==> config.mk <==
export PLATFORM = sky130hd
export DESIGN_NAME = tt_um_mux_sel_ctrl
export DESIGN_NICKNAME = d
export VERILOG_FILES = /design/src/rtl/tt_um_mux_sel_ctrl.sv
export SDC_FILE = /design/constraint.sdc
export NUM_CORES = 1
export LEC_CHECK = 0
export CORE_AREA = 2 2 57 59
export DETAILED_ROUTE_END_ITERATION = 16
export DIE_AREA = 0 0 59 61
export PLACE_DENSITY = 0.86
export SYNTH_ARGS = -nofsm -noshare
export SYNTH_HDL_FRONTEND = slang
export SYNTH_SLANG_ARGS = --single-unit
==> constraint.sdc <==
create_clock -name clk -period 1.7 [get_ports clk]
set_input_delay 0.34 -clock clk [delete_from_list [all_inputs] [get_ports clk]]
set_output_delay 0.34 -clock clk [all_outputs]
set_load 0.01 [all_outputs]
==> src/rtl/tt_um_mux_sel_ctrl.sv <==
// Select-control stage for the two-input mux tile: synchronised, debounced select
// request driving a break-before-make sequencer with one-hot-or-zero channel enables.
module tt_um_mux_sel_ctrl #(
    parameter int unsigned DEBOUNCE_CYCLES = 8,
    parameter int unsigned GAP_CYCLES      = 2
) (
    input  logic       clk,
    input  logic       rst_n,
    input  logic       ena,
    input  logic [7:0] ui_in,
    input  logic [7:0] uio_in,
    output logic [7:0] uo_out,
    output logic [7:0] uio_out,
    output logic [7:0] uio_oe
);

    localparam int unsigned DB_W  = 4;
    localparam int unsigned GAP_W = 3;
    localparam int unsigned CNT_W = 4;
    localparam int unsigned ST_W  = 4;

    localparam logic [DB_W-1:0]  DB_LAST  = DB_W'(DEBOUNCE_CYCLES - 1);
    localparam logic [GAP_W-1:0] GAP_LOAD = GAP_W'(GAP_CYCLES - 1);

    localparam logic [ST_W-1:0] S_SEL_A = 4'b0001;
    localparam logic [ST_W-1:0] S_BRK_B = 4'b0010;
    localparam logic [ST_W-1:0] S_SEL_B = 4'b0100;
    localparam logic [ST_W-1:0] S_BRK_A = 4'b1000;

    logic             r_req_m;
    logic             r_req_s;
    logic             r_hold_m;
    logic             r_hold_s;
    logic             r_req_stable;
    logic [DB_W-1:0]  r_db_cnt;
    logic [ST_W-1:0]  r_state;
    logic [GAP_W-1:0] r_gap;
    logic [CNT_W-1:0] r_sw_cnt;
    logic             r_mux_q;

    logic [ST_W-1:0]  w_state_nxt;
    logic             w_gap_load;
    logic             w_gap_dec;
    logic             w_sw_inc;
    logic             w_mux_d;
    logic             w_busy;
    logic             w_unused;

    // Two-flop synchronisers for the pad-level select and hold requests
    always_ff @(posedge clk or negedge rst_n) begin
        if (!rst_n) begin
            r_req_m  <= 1'b0;
            r_req_s  <= 1'b0;
            r_hold_m <= 1'b0;
            r_hold_s <= 1'b0;
        end else if (ena) begin
            r_req_m  <= ui_in[0];
            r_req_s  <= r_req_m;
            r_hold_m <= ui_in[3];
            r_hold_s <= r_hold_m;
        end
    end

    // Debounce: any cycle of agreement restarts the window
    always_ff @(posedge clk or negedge rst_n) begin
        if (!rst_n) begin
            r_req_stable <= 1'b0;
            r_db_cnt     <= '0;
        end else if (ena) begin
            if (r_req_s == r_req_stable) begin
                r_db_cnt <= '0;
            end else if (r_db_cnt == DB_LAST) begin
                r_req_stable <= r_req_s;
                r_db_cnt     <= '0;
            end else begin
                r_db_cnt <= r_db_cnt + DB_W'(1);
            end
        end
    end

    always_ff @(posedge clk or negedge rst_n) begin
        if (!rst_n) begin
            r_state <= S_SEL_A;
        end else if (ena) begin
            r_state <= w_state_nxt;
        end
    end

    always_comb begin
        w_state_nxt = r_state;
        case (r_state)
            S_SEL_A: if (r_req_stable && !r_hold_s)  w_state_nxt = S_BRK_B;
            S_BRK_B: if (r_gap == '0)                w_state_nxt = S_SEL_B;
            S_SEL_B: if (!r_req_stable && !r_hold_s) w_state_nxt = S_BRK_A;
            S_BRK_A: if (r_gap == '0)                w_state_nxt = S_SEL_A;
            default:                                 w_state_nxt = S_SEL_A;
        endcase
    end

    // Per-state datapath controls; break states force the muxed bit low
    always_comb begin
        w_gap_load = 1'b0;
        w_gap_dec  = 1'b0;
        w_sw_inc   = 1'b0;
        w_mux_d    = 1'b0;
        case (r_state)
            S_SEL_A: begin
                w_mux_d    = ui_in[1];
                w_gap_load = (w_state_nxt == S_BRK_B);
            end
            S_SEL_B: begin
                w_mux_d    = ui_in[2];
                w_gap_load = (w_state_nxt == S_BRK_A);
            end
            S_BRK_A, S_BRK_B: begin
                w_gap_dec = (r_gap != '0);
                w_sw_inc  = (r_gap == '0);
            end
            default: ;
        endcase
    end

    always_ff @(posedge clk or negedge rst_n) begin
        if (!rst_n) begin
            r_gap    <= '0;
            r_sw_cnt <= '0;
            r_mux_q  <= 1'b0;
        end else if (ena) begin
            if (w_gap_load) begin
                r_gap <= GAP_LOAD;
            end else if (w_gap_dec) begin
                r_gap <= r_gap - GAP_W'(1);
            end
            if (w_sw_inc) begin
                r_sw_cnt <= r_sw_cnt + CNT_W'(1);
            end
            r_mux_q <= w_mux_d;
        end
    end

    assign w_busy   = r_state[1] | r_state[3];
    assign uo_out   = {r_sw_cnt, w_busy, r_mux_q, r_state[2], r_state[0]};
    assign uio_out  = '0;
    assign uio_oe   = '0;
    assign w_unused = &{1'b0, uio_in, ui_in[7:4]};

endmodule

# Word level (Yosys, flattened, before mapping)
# Index checks and enable logic that the tools add are counted.
# Widths: inputs -> output; s select.
word_totals:
  reg_bits: 21
  input_bits: 19
op_classes:
  reduce_logical: 11
  n_bitwise: 2
  n_addsub: 3
  n_eq_ne: 8
  n_mux: 13
ops:
  columns: ["cell", "count"]
  rows:
  - ["$mux 4", 6]
  - ["$pmux 4 s4", 1]
  - ["$add 4x1->4 const B", 2]
  - ["$eq 4x2->1 const B", 2]
  - ["$eq 4x3->1 const B", 2]
  - ["$eq 4x4->1 const B", 2]
  - ["$mux 3", 2]
  - ["$eq 4x1->1 const B", 1]
  - ["$pmux 1 s2", 2]
  - ["$reduce_and 2->1", 2]
  - ["$logic_not 3->1", 1]
  - ["$reduce_and 3->1", 1]
  - ["$reduce_bool 3->1", 1]
  - ["$sub 3x1->3 const B", 1]
  - ["$logic_and 1x1->1", 2]
  - ["$logic_not 1->1", 2]
  - ["$mux 1", 2]
  - ["$reduce_bool 2->1", 1]
  - ["$reduce_or 2->1", 1]
  - ["$eq 1x1->1", 1]
  - ["$not 1->1", 1]
  - ["$or 1x1->1", 1]

# Logic depth before layout (Yosys ltp)
logic_depth:
  ltp_word: 8
  ltp_mapped: 6
  mapped_depth_nobuf: 6

# Worst setup path after synthesis
# No wires, ideal clock.
synth_timing:
  path_kind: "register to register"
  from: "register r_gap[0]"
  to: "register r_sw_cnt[1]"
  synth_period_minus_slack_ps: 1398
  setup_ps: 125
  arrival_ps: 1273
  path_stages_with_launch: 6
  setup_slack_ps: 302
  cell_sequence: "dfrtp_1 -> inv_1 -> ha_1 -> nor2b_1 -> nand4_2 -> mux2_4"
synth_between:
  elab_chain_cells: 3
synth_rtl:
  columns: ["item", "line", "source"]
  rows:
  - ["start, declared", "37", "logic [GAP_W-1:0] r_gap;"]
  - ["start signal, assigned", "132", "r_gap <= r_gap - GAP_W'(1);"]
  - ["$logic_not 3->1", "117", "w_sw_inc = (r_gap == '0);"]
  - ["$mux 1", "106", "case (r_state)"]
  - ["$reduce_and 2->1 (no line)", null, null]
  - ["end signal, assigned", "135", "r_sw_cnt <= r_sw_cnt + CNT_W'(1);"]
  - ["end, declared", "38", "logic [CNT_W-1:0] r_sw_cnt;"]
# Every way passes these cells.
# A chain may end at the register's enable or synchronous reset.

# Final worst setup path
layout_timing:
  from: "register r_sw_cnt[0]"
  to: "output uo_out[4]"
layout_rtl:
  columns: ["item", "line", "source"]
  rows:
  - ["end, declared", "12", "output logic [7:0] uo_out,"]
# No word-level cell between the ends.

==> out/metrics.csv <==
stage,metric,value,unit
run_status,status,"finished, final reports clean",
clocking,CTS Buf Count,3,
die,Row Count,20,
clocking,CTS Root Cell,clkbuf_4,
clocking,CTS tree,done,
critical_path,Critical Path Fanout Max,4,
critical_path,Worst setup SP type,register,
power,post-layout power,1.670,mW
global_routing,vias in the first global route,889,
power,Worst VDD drop,0.4574,mV
synth,Area contributors post-synth,"dfrtp_1 38%, buf_4 12%, mux2_2 5.1%",
critical_path,crit path buf inv count,1,
detailed_routing,via count of the routed design,952,
power,power per cell area,1135,nW/um^2
synth,fraction of registers with async set/reset,100.0,%
place,Place WS,-0.03342,ns
die,Starting Density,44.92,%
detailed_routing,met1 WL,886,um
global_routing,gr usage total,14.05,%
detailed_routing,drt drc,0,
layout,Nets,176,
place,number of I/O port buffers,14,
synth,synthesized area per cell,9.752,sq um
die,Die W,59,um
detailed_routing,drt pass-1 iters,4,
layout,number of diodes,0,
detailed_routing,DR WL met3,143,um
synth,synthesized flop and latch total,21,
worst_hold_path,Worst Hold Class,input pin to asynchronous set/reset pin,
detailed_routing,routed vias/inst,5.146,
critical_path,worst-path cell with the longest stage delay,clkdlybuf4s50_1,
power,Clock power frac,14.6,%
die,Die Area,3599,sq um
timing,Peak Freq,613.7,MHz
critical_path,CP Capture Type,output pin,
synth,cells after synthesis,136,
timing,Setup WS post-layout,0.07056,ns
global_routing,pin count of the biggest net entering global routing,22,
power,Switching Share,37.42,%
timing,Fin. Hold Viols,0,
power,Sw Pwr,624.8,uW
global_routing,initial antenna violation count,0,
synth,number of synthesis warnings,0,
layout,most frequent cells in the layout,"19 x dfrtp_1, 16 x conb_1, 12 x clkdlybuf4s50_1",
clocking,CTS H-tree depth,1,
power,Internal Power,1.045,mW
synth,Post-synth EDFFs,0,
timing,RSZ-0062 raised after global routing,no,
power,P_leak,0.6999,nW
detailed_routing,met2 routed WL,1156,um
critical_path,Worst Path Arrival,1.29,ns
timing,Slew Limit Fails,0,
global_routing,first-pass GRT wire length,3808,um
layout,final std cells w/o fill,185,
detailed_routing,max layer used,met4,
timing,min cycle time layout,1.629,ns
detailed_routing,DRT antenna net count,0,
critical_path,CP max stage delay,0.56,ns
die,die height,61,um
run,Max-Cap Viols,0,
place,gpl congestion,0.9076,
die,core area,2953,sq um
synth,"Cell Area, Synth",1326,sq um
place,hpwl dp,1720,um
synth,top-area cell type share of the netlist area,37.74,%
layout,"most common cell after layout, fill and taps aside",dfrtp_1,
detailed_routing,final WL,2236,um
clocking,Max clock buf depth,2,
synth,Main synth FF type,dfrtp_1,
power,sequential share of power,44.2,%
clocking,clock-pin slew on the worst setup and hold paths,0.12,ns
layout,layout cells sized above 1,17.76,%
detailed_routing,DR WL/cell,12.09,um
timing,Final setup violation count,0,
synth,register area share after synthesis,39.72,%
clocking,CTS Hold Bufs,0,
clocking,clk sinks,21,
clocking,"Clk Latency, worst-skew pair",0.31,ns
timing,Setup Skew,0.01073,ns
critical_path,crit path kind,register to output pin,
place,placed insts,180,
timing,Final period util,95.85,%
die,Ports,43,
global_routing,GRT Residual Overflow,0,
power,combinational power share,41.2,%
synth,distinct cell type count after synthesis,41,
critical_path,CP required,1.36,ns
layout,Synth-to-Final Area Change,10.94,%
synth,leading area contributor after synthesis,dfrtp_1,
detailed_routing,1st-iter DRT viols,36,
critical_path,"Critical Path, Cell by Cell",clkdlybuf4s50_1,
critical_path,"delay-heaviest family, CP",buffers and inverters,
-- final timing paths --
check	startpoint	endpoint	slack, ns	cells after the start
worst max-delay path	r_sw_cnt[0]	uo_out[4]	0.07	1
max in group asynchronous	rst_n	r_state[0]	1.07	2
worst min register to register	r_sw_cnt[3]	r_sw_cnt[3]	0.49	1
min in group clk	r_sw_cnt[3]	r_sw_cnt[3]	0.49	1
worst min-delay path	rst_n	r_gap[2]	0.35	2
worst max register to register	r_gap[0]	r_sw_cnt[1]	0.15	5
-- synth_stat cells (2+ instances only) --
master,instances
a21oi_1,4
a31oi_1,4
buf_2,3
buf_4,22
dfrtp_1,20
ha_1,4
inv_1,10
mux2_2,6
mux2i_1,2
nand2_1,10
nand3_1,4
nor2_1,6
nor2b_1,4
nor3_1,4
o22ai_1,5
xnor2_1,2
xor2_1,2
-- cell type report --
type	instances	area [sq um]
fillers	286	1481
multi-input cells	94	629.4
flip-flops and latches	21	528.0
repair buffers	23	205.2
well taps	33	41.29
inverters	10	37.54
clock buffers	3	22.52
clock inverters	1	7.507
-- cells by family after synthesis --
family	synth area share, %
compound gates	10.28
other cells	0.2827
xor+xnor	4.718
fa+ha+maj	3.774
flops	39.72
mux	7.735
simple gates	16.23
buf+inv	17.26
-- registers in the layout, summed over array words and instances, names as in the netlist --
register	count
r_db_cnt	4
r_req_m	1
r_sw_cnt	4
r_state	4
r_mux_q	1
r_hold_s	1
r_gap	3
r_hold_m	1
r_req_stable	1
r_req_s	1
-- routing by layer --
layer	up-vias	global-route usage [%]
li1	458	-
met1	448	16.67
met2	40	24.29
met3	6	2.345
met4	0	7.792
met5	-	0
-- what timing repair did --
item                       CTS  global route
setup endpoints to repair    3             0
resized for setup            4             0
setup buffers                1             0
-- power groups by stage --
stage,combinational (mW),sequential (mW),clock [mW]
finish,0.689,0.737,0.244
global route,0.774,0.756,0.275
CTS,0.691,0.735,0.261
detailed placement,0.676,0.757,0
global placement,0.642,0.743,0
floorplan,0.569,0.711,0
-- per-stage QoR --
step	TNS [ns]	utilization (%)	instance area [sq um]	hold slack (ns)
finish	0	49.83	1471	0.3525
global route	0	49.83	1471	0.3564
CTS	0	49.83	1471	0.3441
detailed placement	-0.03342	48.52	1433	0.4721
global placement	0	48.52	1433	0.4585
floorplan	0	-	1383	0.04441
No activity file was read; power rests on OpenSTA's default activity.
